===== config.mk =====
export PLATFORM = sky130hd
export DESIGN_NAME = alu_issue_ctrl
export DESIGN_NICKNAME = d
export VERILOG_FILES = /design/src/rtl/alu_issue_ctrl.sv
export SDC_FILE = /design/constraint.sdc
export NUM_CORES = 1
export LEC_CHECK = 0
export BUFFER_PORTS_ARGS = -buffer_cell sky130_fd_sc_hd__buf_2
export CORE_MARGIN = 1
export CORE_UTILIZATION = 35
export DETAILED_ROUTE_END_ITERATION = 6
export PLACE_DENSITY = 0.63
export SYNTH_ARGS = -nofsm -noshare
export SYNTH_HDL_FRONTEND = slang
export SYNTH_SLANG_ARGS = --single-unit

===== constraint.sdc =====
create_clock -name clk -period 2.9 [get_ports clk]
set_clock_uncertainty 0.2 [all_clocks]
set_input_delay 0.58 -clock clk [delete_from_list [all_inputs] [get_ports clk]]
set_output_delay 0.58 -clock clk [all_outputs]
set_load 0.01 [all_outputs]

===== src/rtl/alu_issue_ctrl.sv =====
// Command front-end for the 8-bit registered ALU: buffers commands in a FIFO, issues one
// at a time, waits out the ALU latency and returns an in-order response.
module alu_issue_ctrl #(
    parameter int FIFO_DEPTH = 4,
    parameter int ALU_LAT    = 1,
    parameter int MUL_EXTRA  = 1
) (
    input  logic                          clk,
    input  logic                          rst_n,
    input  logic                          cmd_valid,
    output logic                          cmd_ready,
    input  logic [7:0]                    cmd_a,
    input  logic [7:0]                    cmd_b,
    input  logic [3:0]                    cmd_sel,
    output logic [7:0]                    alu_a,
    output logic [7:0]                    alu_b,
    output logic [3:0]                    alu_sel,
    input  logic [7:0]                    alu_out,
    input  logic                          alu_carry,
    output logic                          rsp_valid,
    input  logic                          rsp_ready,
    output logic [7:0]                    rsp_data,
    output logic                          rsp_carry,
    output logic [3:0]                    rsp_sel,
    output logic                          rsp_err,
    output logic                          busy,
    output logic [$clog2(FIFO_DEPTH):0]   fifo_count
);

    localparam int PTR_W  = $clog2(FIFO_DEPTH);
    localparam int CNT_W  = PTR_W + 1;
    localparam int WAIT_W = $clog2(ALU_LAT + MUL_EXTRA + 1) + 1;
    localparam logic [WAIT_W-1:0] LAT_BASE = WAIT_W'(ALU_LAT);
    localparam logic [WAIT_W-1:0] LAT_MUL  = WAIT_W'(ALU_LAT + MUL_EXTRA);
    localparam logic [CNT_W-1:0]  FULL_CNT = CNT_W'(FIFO_DEPTH);

    typedef enum logic [1:0] {S_IDLE, S_WAIT, S_RESP} state_t;

    state_t             state;
    logic [WAIT_W-1:0]  wait_cnt;
    logic [7:0]         fifo_a   [FIFO_DEPTH];
    logic [7:0]         fifo_b   [FIFO_DEPTH];
    logic [3:0]         fifo_sel [FIFO_DEPTH];
    logic [PTR_W-1:0]   wr_ptr;
    logic [PTR_W-1:0]   rd_ptr;
    logic [CNT_W-1:0]   count;
    logic [CNT_W-1:0]   count_next;
    logic               push;
    logic               pop;

    // Result formatting: {err, carry, data}. Divide-by-zero overrides whatever the ALU produced.
    function automatic logic [9:0] capture(input logic [7:0] b, input logic [3:0] sel,
                                           input logic [7:0] out, input logic carry);
        if (sel == 4'd3 && b == 8'd0)
            return {1'b1, 1'b0, 8'hFF};
        else
            return {1'b0, (sel == 4'd0) ? carry : 1'b0, out};
    endfunction

    assign push       = cmd_valid & cmd_ready;
    assign pop        = (state == S_IDLE) && (count != '0);
    assign count_next = count + CNT_W'(push) - CNT_W'(pop);
    assign fifo_count = count;
    assign busy       = (state != S_IDLE) || (count != '0);

    always_ff @(posedge clk) begin
        if (push) begin
            fifo_a[wr_ptr]   <= cmd_a;
            fifo_b[wr_ptr]   <= cmd_b;
            fifo_sel[wr_ptr] <= cmd_sel;
        end
    end

    // cmd_ready comes from the next-cycle count so a full FIFO only reopens after the pop lands.
    always_ff @(posedge clk or negedge rst_n) begin
        if (!rst_n) begin
            wr_ptr    <= '0;
            rd_ptr    <= '0;
            count     <= '0;
            cmd_ready <= 1'b1;
        end else begin
            if (push) wr_ptr <= wr_ptr + PTR_W'(1);
            if (pop)  rd_ptr <= rd_ptr + PTR_W'(1);
            count     <= count_next;
            cmd_ready <= (count_next != FULL_CNT);
        end
    end

    // alu_a/b/sel double as the operand shadow: they only change on a pop in IDLE.
    always_ff @(posedge clk or negedge rst_n) begin
        if (!rst_n) begin
            state     <= S_IDLE;
            wait_cnt  <= '0;
            alu_a     <= '0;
            alu_b     <= '0;
            alu_sel   <= '0;
            rsp_valid <= 1'b0;
            rsp_data  <= '0;
            rsp_carry <= 1'b0;
            rsp_sel   <= '0;
            rsp_err   <= 1'b0;
        end else begin
            case (state)
                S_IDLE: begin
                    if (pop) begin
                        alu_a    <= fifo_a[rd_ptr];
                        alu_b    <= fifo_b[rd_ptr];
                        alu_sel  <= fifo_sel[rd_ptr];
                        wait_cnt <= (fifo_sel[rd_ptr] == 4'd2) ? LAT_MUL : LAT_BASE;
                        state    <= S_WAIT;
                    end
                end
                S_WAIT: begin
                    if (wait_cnt == '0) begin
                        {rsp_err, rsp_carry, rsp_data} <= capture(alu_b, alu_sel, alu_out, alu_carry);
                        rsp_sel   <= alu_sel;
                        rsp_valid <= 1'b1;
                        state     <= S_RESP;
                    end else begin
                        wait_cnt <= wait_cnt - WAIT_W'(1);
                    end
                end
                S_RESP: begin
                    if (rsp_ready) begin
                        rsp_valid <= 1'b0;
                        state     <= S_IDLE;
                    end
                end
                default: state <= S_IDLE;
            endcase
        end
    end

endmodule


-- After elaboration in Yosys (flattened, before gate mapping)
Memory sizes are Yosys's and may differ from the RTL's. A register that Yosys moved wholly into a read port is not among the register bits.
Index checks and enable logic that the tools add are counted.
- latch bits: 0
- flip-flop bits (word level): 32
- memories: 3
- input bits: 33
- output and inout port bits: 40
- ROM bits: 0
- memory bits (writable): 80
- word-level logic and storage cells: 63
- memories (memory ; depth ; bits a word ; read ports ; clocked after memory_dff ; write ports ; line ; source):
    fifo_a ; 4 ; 8 ; 1 ; 1 ; 1 ; 41 ; logic [7:0] fifo_a [FIFO_DEPTH];
    fifo_b ; 4 ; 8 ; 1 ; 1 ; 1 ; 42 ; logic [7:0] fifo_b [FIFO_DEPTH];
    fifo_sel ; 4 ; 4 ; 1 ; 0 ; 1 ; 43 ; logic [3:0] fifo_sel [FIFO_DEPTH];
- $add $sub $neg: 5
- shift-type cells: 0
- equal/unequal tests: 9
- muxes and demuxes: 15
- bitwise logic cells: 1
- reductions and logical operators: 18
- divide/modulo/power cells: 0
- multipliers: 0
- order comparisons: 0
- operators by type and width (cell ; number):
    $mux W10 ; 1
    $reduce_and A3 Y1 ; 3
    $eq A4 B2 Y1 const B ; 2
    $logic_not A8 Y1 ; 1
    $mux W2 ; 4
    $ne A2 B2 Y1 const B ; 4
    $mux W3 ; 2
    $pmux W2 S3 ; 1
    $pmux W3 S2 ; 1
    $reduce_bool A2 Y1 ; 3
    $mux W1 ; 5
    $add A2 B1 Y2 const B ; 2
    $logic_not A4 Y1 ; 1
    $reduce_and A2 Y1 ; 2
    $add A3 B1 Y3 ; 1
    $logic_not A3 Y1 ; 1
    $ne A3 B3 Y1 const B ; 1
    $reduce_bool A3 Y1 ; 1
    $sub A3 B1 Y3 ; 1
    $sub A3 B1 Y3 const B ; 1
    $eq A2 B1 Y1 const B ; 1
    $eq A2 B2 Y1 const B ; 1
    $logic_and A1 B1 Y1 ; 2
    $logic_not A1 Y1 ; 2
    4 further kinds ; 4

-- Depth between registers and ports, before layout
Gate-level depths: netlist of run 1.
An unclocked memory read counts as a cell.
- word-level depth: 5
- depth in mapped cells: 10
- gate-level depth less buffers: 9

-- Least setup slack after synthesis of run 1
No wires, ideal clock.
- path kind: reg-to-reg
- start: reg count[1] (netlist: fifo_count[1])
- end: reg cmd_ready
- slack: 0.321 ns
- arrival: 2.297 ns
- period minus slack after synthesis: 2.579 ns
- stages on the path, launching flop included: 11
- cell sequence: dfrtp_1 > nor3_1 > nand2b_1 > inv_1 > buf_4 > ha_1 > inv_1 > ha_1 > fa_1 > xnor2_1 > nand2_1
- longest elaborated chain between the ends: 4
- RTL lines (item ; line ; source):
    from (decl) ; 46 ; logic [CNT_W-1:0] count;
    from (signal assigned) ; 84 ; count <= count_next;
    $reduce_bool A3 Y1 ; 61 ; assign pop = (state == S_IDLE) && (count != '0);
    $logic_and A1 B1 Y1 ; 61 ;
    named net pop ; 49 ; logic pop;
    $sub A3 B1 Y3 ; 62 ; assign count_next = count + CNT_W'(push) - CNT_W'(pop);
    named net count_next[2] ; 47 ; logic [CNT_W-1:0] count_next;
    $ne A3 B3 Y1 ; 85 ; cmd_ready <= (count_next != FULL_CNT);
    to (signal assigned) ; 85 ;
    to (decl) ; 11 ; output logic cmd_ready,
The timed path passes the listed nets, and every way through them passes these cells.
A chain may end at the register's enable or synchronous reset.

-- Worst setup path after layout of run 1
- start: reg count[1] (netlist: fifo_count[1])
- end: reg cmd_ready
- longest elaborated chain between the ends: 4
- RTL lines (item ; line):
    branches (longest 2 deep; another with $add A3 B1 Y3) ; -
    $sub A3 B1 Y3 * ; 62
    named net count_next[2] ; 47
    $ne A3 B3 Y1 * ; 85
Mark *: on every way through the listed nets, which the timed path passes.

==> summary.md, run 1 <==
| Metric | Value |
|---|---|
| Antenna violations before repair | 0 |
| Slew @ Worst Pin | between 0.6 and 0.7 ns |
| Met3 global-route usage | 0.05592 |
| Cts hold-fix bufs | 0 |
| Rows | 43 |
| Vias per Instance | approximately 4.9 |
| Crit end category | register |
| Unrepaired setup endpoints after global routing | false |
| Pleak | 2.432 nW |
| Top cell type's share of synthesized area | 0.4818 |
| First-pass GRT wire length | 15260 um |
| Chip Width | ~120 um |
| DRT Pass-1 Iters | 4 |
| Core Area | 13880 um2 |
| Vias | around 2.6k |
| Clock Latency Late Sink | 0.42 ns |
| Yosys warns | 0 |
| DRC violations left | 0 |
| Max Cap Viol | 0 |
| All-Layer GR Usage | 0.1477 |
| Hpwl dp | roughly 6000 um |
| Status | finished, violations left |
| Largest cells by area after synthesis | edfxtp_1, dfrtp_1, mux4_1 |
| Post-Synthesis Cell Area | roughly 5000 um2 |
| Register bit total from synthesis | approximately 130 |
| GR Util met2 | 0.2294 |
| Total power | between 7 and 8 mW |
| Mapped Cells | 250 |
| Largest net degree at the start of global routing | 29 |
| Syn Area/Cell | 19.94 um2 |
| Htree depth | 4 |
| CP arrival | between 2 and 3 ns |
| Drt total wl | ~9600 um |
| Clock root buffer | clkbuf_16 |
| Violated checks | hold timing |
| CTS tree | done |
| Pwr/cell area | roughly 1200 nW/um2 |
| CTS Sinks | around 130 |
| Slew Limit Fails | 0 |
| Hold Path Class | in2async |
| Startpoint types | register |
| Input/output buffers | 72 |
| Busiest grt layer | met2 |
| Crit Path Max Fanout | 4 |
| Initial Utilization | 0.3592 |
| Antenna Violating Nets Remaining | 0 |
| Final worst-path cycle share | 0.8274 |
| NumNets Final | 388 |
| Slew HR | 0.5336 |
| Biggest area consumer among synthesized cells | edfxtp_1 |
| Die height | between 100 and 150 um |
| I/O pin count | 73 |
| Netlist cell types | slightly above 40 |
| Fmax | between 0.4 and 0.5 GHz |
| CP required | just over 3 ns |
| Setup violations, final | 0 |
| Number of buffers created by CTS | 17 |
| GRT met1 Usage | 0.1798 |
| GP Congestion | 0.7247 |
| Commonest non-fill, non-tap cell in the layout | edfxtp_1 |
| Final core utilization | 0.4451 |
| Vias in the first global route | 2835 |
| Setup repair bufs after CTS | 0 |
| Die area | between 10000 and 15000 um2 |
| Overflow after GRT | 0 |
| Drt wl/cell | ~18 um |
| Area grow syn2layout | 23.91% |
| CTS max path bufs | 2 |
| Initial DRC Count | ~150 |
| CTS-repair resized insts | 0 |
| Worst hold slack | -0.001119 ns |
| ANT cells | 0 |
| Fin. Hold Viols | 1 |
| Syn Nets | slightly below 300 |
| Total negative slack | 0 ns |
| Share of cells above drive strength 1 | 0.4246 |
| VDD IR max | around 0.62 mV |
| Clock slew at reported path FFs | 0.06 ns |
| Fin crit period | 2.400 ns |
| Seq/Total Area, Yosys | 0.7230 |
| Crit Path Category | reg2reg |
| Most frequent cells in the layout | edfxtp_1, buf_2, dfrtp_1 |
[area by class of cell]
class / count / area [um2]
clock buffers: 22 / 454.2
multi-input cells: 105 / 1310
repair buffers: 85 / 457.9
inverters: 9 / 33.78
flip-flops and latches: 128 / 3605
fillers: 1219 / 7702
well taps: 180 / 225.2
clock inverters: 9 / 92.59
[per-stage QoR]
stage	std cells	instance area [um2]	worst slack (ns)
floorplan	250	4986	0.3207
global placement	507	5632	0.5732
detailed placement	507	5632	0.4324
CTS	538	6178	0.4407
global route	538	6178	0.2336
finish	538	6178	0.5005
[cell usage after synthesis, drive strengths merged]
master / instances
or4bb: 1
edfxtp: 80
o21a: 1
dfrtp: 47
o221a: 1
and3: 4
buf: 7
fa: 1
o21ai: 1
ha: 8
xor2: 2
inv: 9
nor4: 1
nand3b: 2
nor4bb: 1
mux2: 25
xnor2: 3
nand2: 3
or4: 2
nor2b: 1
a21o: 1
or4b: 1
nand4bb: 1
mux4: 20
clkbuf: 1
o22ai: 1
o221ai: 1
nor4b: 1
mux2i: 1
nor3b: 2
o22a: 8
o31ai: 1
dfstp: 1
nor2: 4
nand2b: 2
or2: 2
nand3: 1
nor3: 1
[critical path, cell delays in order (launching register included)]
cell      delay, ns
dfrtp_1        0.41
nor3_1         0.24
nand2b_1       0.24
inv_1          0.08
ha_1           0.27
inv_1          0.03
ha_1           0.18
fa_1           0.38
xnor2_1        0.22
nand2_1        0.08
[worst paths after layout]
kind | end | slack (ns) | from | depth (start not counted)
worst max-delay path | cmd_ready$_DFF_PN1_ | 0.50 | fifo_count[1]$_DFF_PN0_ | 9
worst min-delay path | wait_cnt[2]$_DFFE_PN0P_ | -0.001 | rst_n | 1
worst max register to register | cmd_ready$_DFF_PN1_ | 0.50 | fifo_count[1]$_DFF_PN0_ | 9
worst min register to register | rsp_err$_DFFE_PN0P_ | 0.29 | rsp_err$_DFFE_PN0P_ | 1
max in group asynchronous | rd_ptr[0]$_DFFE_PN0P_ | 1.79 | rst_n | 2
min in group clk | rsp_data[6]$_DFFE_PN0P_ | 0.17 | alu_out[6] | 2
[flip-flops by register name, indices dropped and copies added (netlist names), 3 cells and up]
name / flops
fifo_a: 32
fifo_b: 32
fifo_sel: 16
alu_a: 8
alu_b: 8
rsp_data: 8
alu_sel: 4
rsp_sel: 4
fifo_count: 3
wait_cnt: 3
[layer usage]
layer / vias up / part of all wire
li1: 1187 / -
met1: 1364 / 0.43
met2: 74 / 0.49
met3: 20 / 0.061
met4: 0 / 0.020
met5: - / 0
[power by group]
| group | leakage [nW] | switching, mW | internal [mW] |
|---|---|---|---|
| registers | 1.29 | 0.344 | 2.54 |
| logic | 0.870 | 1.08 | 1.17 |
| clock network | 0.272 | 0.712 | 1.26 |
[logic make-up after synthesis]
logic type	Yosys count	synth area share
buf+inv	17	0.01731
flops	128	0.7230
xor+xnor	5	0.008785
fa+ha+maj	9	0.02409
simple gates	30	0.04215
mux	46	0.1571
compound gates	15	0.02761
No activity file was read; power rests on OpenSTA's default activity.
==> run 2, diff against run 1 <==
--- a/config.mk
+++ b/config.mk
@@ -9,7 +9,7 @@
 export CORE_MARGIN = 1
 export CORE_UTILIZATION = 35
 export DETAILED_ROUTE_END_ITERATION = 6
-export PLACE_DENSITY = 0.63
+export PLACE_DENSITY = 0.65
 export SYNTH_ARGS = -nofsm -noshare
 export SYNTH_HDL_FRONTEND = slang
 export SYNTH_SLANG_ARGS = --single-unit
==> constraint.sdc (replaced) <==
create_clock -name clk -period 2.1 [get_ports clk]
set_clock_uncertainty 0.2 [all_clocks]
set_input_delay 0.42 -clock clk [delete_from_list [all_inputs] [get_ports clk]]
set_output_delay 0.42 -clock clk [all_outputs]
set_load 0.01 [all_outputs]
==> run 2 against run 1 <==
The flow finishes with violations (setup timing). Sequential share of layout area fell by 1.8 points. Register-to-register slack got worse by 0.53 ns. Sequential power rose by 37%. Utilization rose by 1.4 points. Largest power group unchanged. Setup slack got worse by 0.53 ns. Via count rose by 0.64%. Die area did not move. Wire length rose by 0.18%.
==> summary.md, run 2 (synthesis results as in run 1) <==
| Metric | Value |
|---|---|
| Status | finished, violations left |
| Violated checks | setup timing |
| Slew HR | 0.7230 (+0.1894) |
| CP arrival | 2.28 ns (-0.27 ns) |
| Die height | 121.4 um (unchanged) |
| Vias per Instance | 4.849 (-1.4%) |
| VDD IR max | 0.5567 mV (-10%) |
| Largest net degree at the start of global routing | 29 (unchanged) |
| First-pass GRT wire length | 15010 um (-1.6%) |
| DP Cell Count | 515 (+1.6%) |
| Area after DPL | 5786 um2 (+2.7%) |
| Final core utilization | 0.4594 (+0.01433) |
| Fin crit period | 2.128 ns (-0.2716 ns) |
| Most Frequent Cell on Critical Path | ha_4 |
| Final worst-path cycle share | 1.013 (+0.1859) |
| Worst path bufs/invs | 2 (unchanged) |
| Initial DRC Count | 140 (-4.1%) |
| NumNets Final | 397 (+2.3%) |
| Setup repair bufs after CTS | 0 (unchanged) |
| Crit end category | register |
| Slowest stage delay, CP | 0.53 ns (+0.12 ns) |
| Input/output buffers | 72 (unchanged) |
| Unrepaired setup endpoints after global routing | true |
| Clock Latency Late Sink | 0.41 ns (about the same) |
| Pleak | 2.500 nW (+2.8%) |
| Drt wl/cell | 17.45 um (-1.8%) |
| Vias in the first global route | 2792 (-1.5%) |
| CP max-delay cell | fa_2 |
| Number of buffers created by CTS | 17 (unchanged) |
| Startpoint types | register |
| Sw Pwr | 3.035 mW (+42%) |
| Cell-internal power | 7.141 mW (+44%) |
| Pwr/cell area | 1596 nW/um2 (+39%) |
| Biggest regs | fifo_a x32, fifo_b x32, fifo_sel x16 |
| Vias | 2662 (+0.64%) |
| Slew @ Worst Pin | 0.4155 ns (-0.2841 ns) |
| Most frequent cells in the layout | edfxtp_1, buf_2, dfrtp_1 |
| Fin. Hold Viols | 0 (-1) |
| Antenna Violating Nets Remaining | 0 (unchanged) |
| Finished Cell Area | 6377 um2 (+3.2%) |
| Crit path cell chain | nor3_4, nand2b_4, inv_4, ha_4, inv_2, ha_4, fa_2, nor2_1, nand2_1 |
| Total negative slack | -0.02798 ns (-0.02798 ns) |
| CTS Sinks | 128 (unchanged) |
| Worst hold slack | 0.02126 ns (+0.02238 ns) |
| Setup violations, final | 1 (+1) |
| Hpwl dp | 6286 um (+1.9%) |
| Hold Path Class | in2reg |
| Max Cap Viol | 0 (unchanged) |
| Placement Setup Slack | -0.05463 ns (-0.4871 ns) |
| Share of cells above drive strength 1 | 0.4647 (+0.04009) |
| Clock root buffer | clkbuf_16 |
| Crit Path Max Fanout | 2 (-2) |
| DRT Pass-1 Iters | 4 (unchanged) |
| Comb pwr share | 0.340 (+0.024) |
| Htree depth | 4 (unchanged) |
| Commonest non-fill, non-tap cell in the layout | edfxtp_1 |
| Rows | 43 (unchanged) |
| Initial Utilization | 0.3592 (unchanged) |
| Clock Power Share | 0.270 (-0.008) |
| Reg power frac | 0.390 (-0.016) |
| CTS max path bufs | 2 (unchanged) |
| CTS tree | done |
| Clock slew at reported path FFs | 0.06 ns (about the same) |
| Fmax | 0.4699 GHz (+13%) |
| Crit Path Category | reg2reg |
| Switch share | 0.2982 (-0.001738) |
| GP Congestion | 0.7387 (+1.9%) |
| I/O pin count | 73 (unchanged) |
| Area grow syn2layout | 27.90% |
| DRC violations left | 0 (unchanged) |
| Setup slack after layout | -0.02798 ns (-0.5284 ns) |
| All-Layer GR Usage | 0.1415 (-0.006231) |
| Antenna violations before repair | 1 (+1) |
| Total power | 10.18 mW (+43%) |
| Core Area | 13880 um2 (unchanged) |
| Slew Limit Fails | 0 (unchanged) |
| Chip Width | 121.4 um (unchanged) |
| CP required | 2.25 ns (-0.80 ns) |
| Die area | 14730 um2 (unchanged) |
| Post-Layout Cell Count | 549 (+2.0%) |
| Overflow after GRT | 0 (unchanged) |
| Drt total wl | 9578 um (+0.18%) |
| Cell family with most CP delay | adder cells |
-- run 2: final cells by class --
cell class / count / area, um2
clock inverter: 5 / 52.55
inverter: 9 / 36.28
timing repair buffer: 94 / 578.1
tap: 180 / 225.2
fill: 1201 / 7503
clock buffer: 27 / 513.0
sequential: 128 / 3606
antenna: 1 / 2.502
multi-input combinational: 105 / 1364
-- run 2: worst register-to-register path, delay by kind of cell, from the launching register on --
family | cells | cell delay (ns)
adder cells (fa/ha/maj) | 3 | 0.92
AND/OR/NAND/NOR | 4 | 0.47
flip-flops | 1 | 0.42
buffers and inverters | 2 | 0.07
-- run 2: path summary, 6_finish.rpt --
kind,start,end,slack [ns],cells past startpoint
max,fifo_count[0]$_DFF_PN0_,cmd_ready$_DFF_PN1_,-0.03,9
min,alu_out[0],rsp_data[0]$_DFFE_PN0P_,0.02,2
max reg2reg,fifo_count[0]$_DFF_PN0_,cmd_ready$_DFF_PN1_,-0.03,9
min reg2reg,rsp_valid$_DFFE_PN0P_,rsp_valid$_DFFE_PN0P_,0.29,1
max in group asynchronous,rst_n,rsp_data[5]$_DFFE_PN0P_,1.04,3
min in group asynchronous,rst_n,fifo_count[2]$_DFF_PN0_,0.36,3
-- run 2: power by group through the flow --
| stage | logic, mW | clock network [mW] | registers [mW] |
|---|---|---|---|
| after floorplan | 2.10 | 0 | 4.07 |
| after CTS | 3.52 | 2.81 | 3.99 |
| after global routing | 3.81 | 2.92 | 4.05 |
| final | 3.46 | 2.75 | 3.97 |
| after detailed placement | 3.48 | 0 | 4.01 |
| after global placement | 3.38 | 0 | 3.97 |
-- run 2: repair_timing --
item / CTS / global route
gates resized for setup: 2 / 0
hold buffers: 1 / 0
hold endpoints to repair: 47 / 0
endpoints found under the setup margin: 1 / 3
pin swaps: 2 / 0
-- run 2: metal layers --
metal | GRT usage | vias to the layer above | part of all wire
li1 | - | 1208 | -
met1 | 0.1753 | 1373 | 0.44
met2 | 0.2255 | 70 | 0.49
met3 | 0.05310 | 11 | 0.059
met4 | 0.05093 | 0 | 0.011
met5 | 0 | - | 0
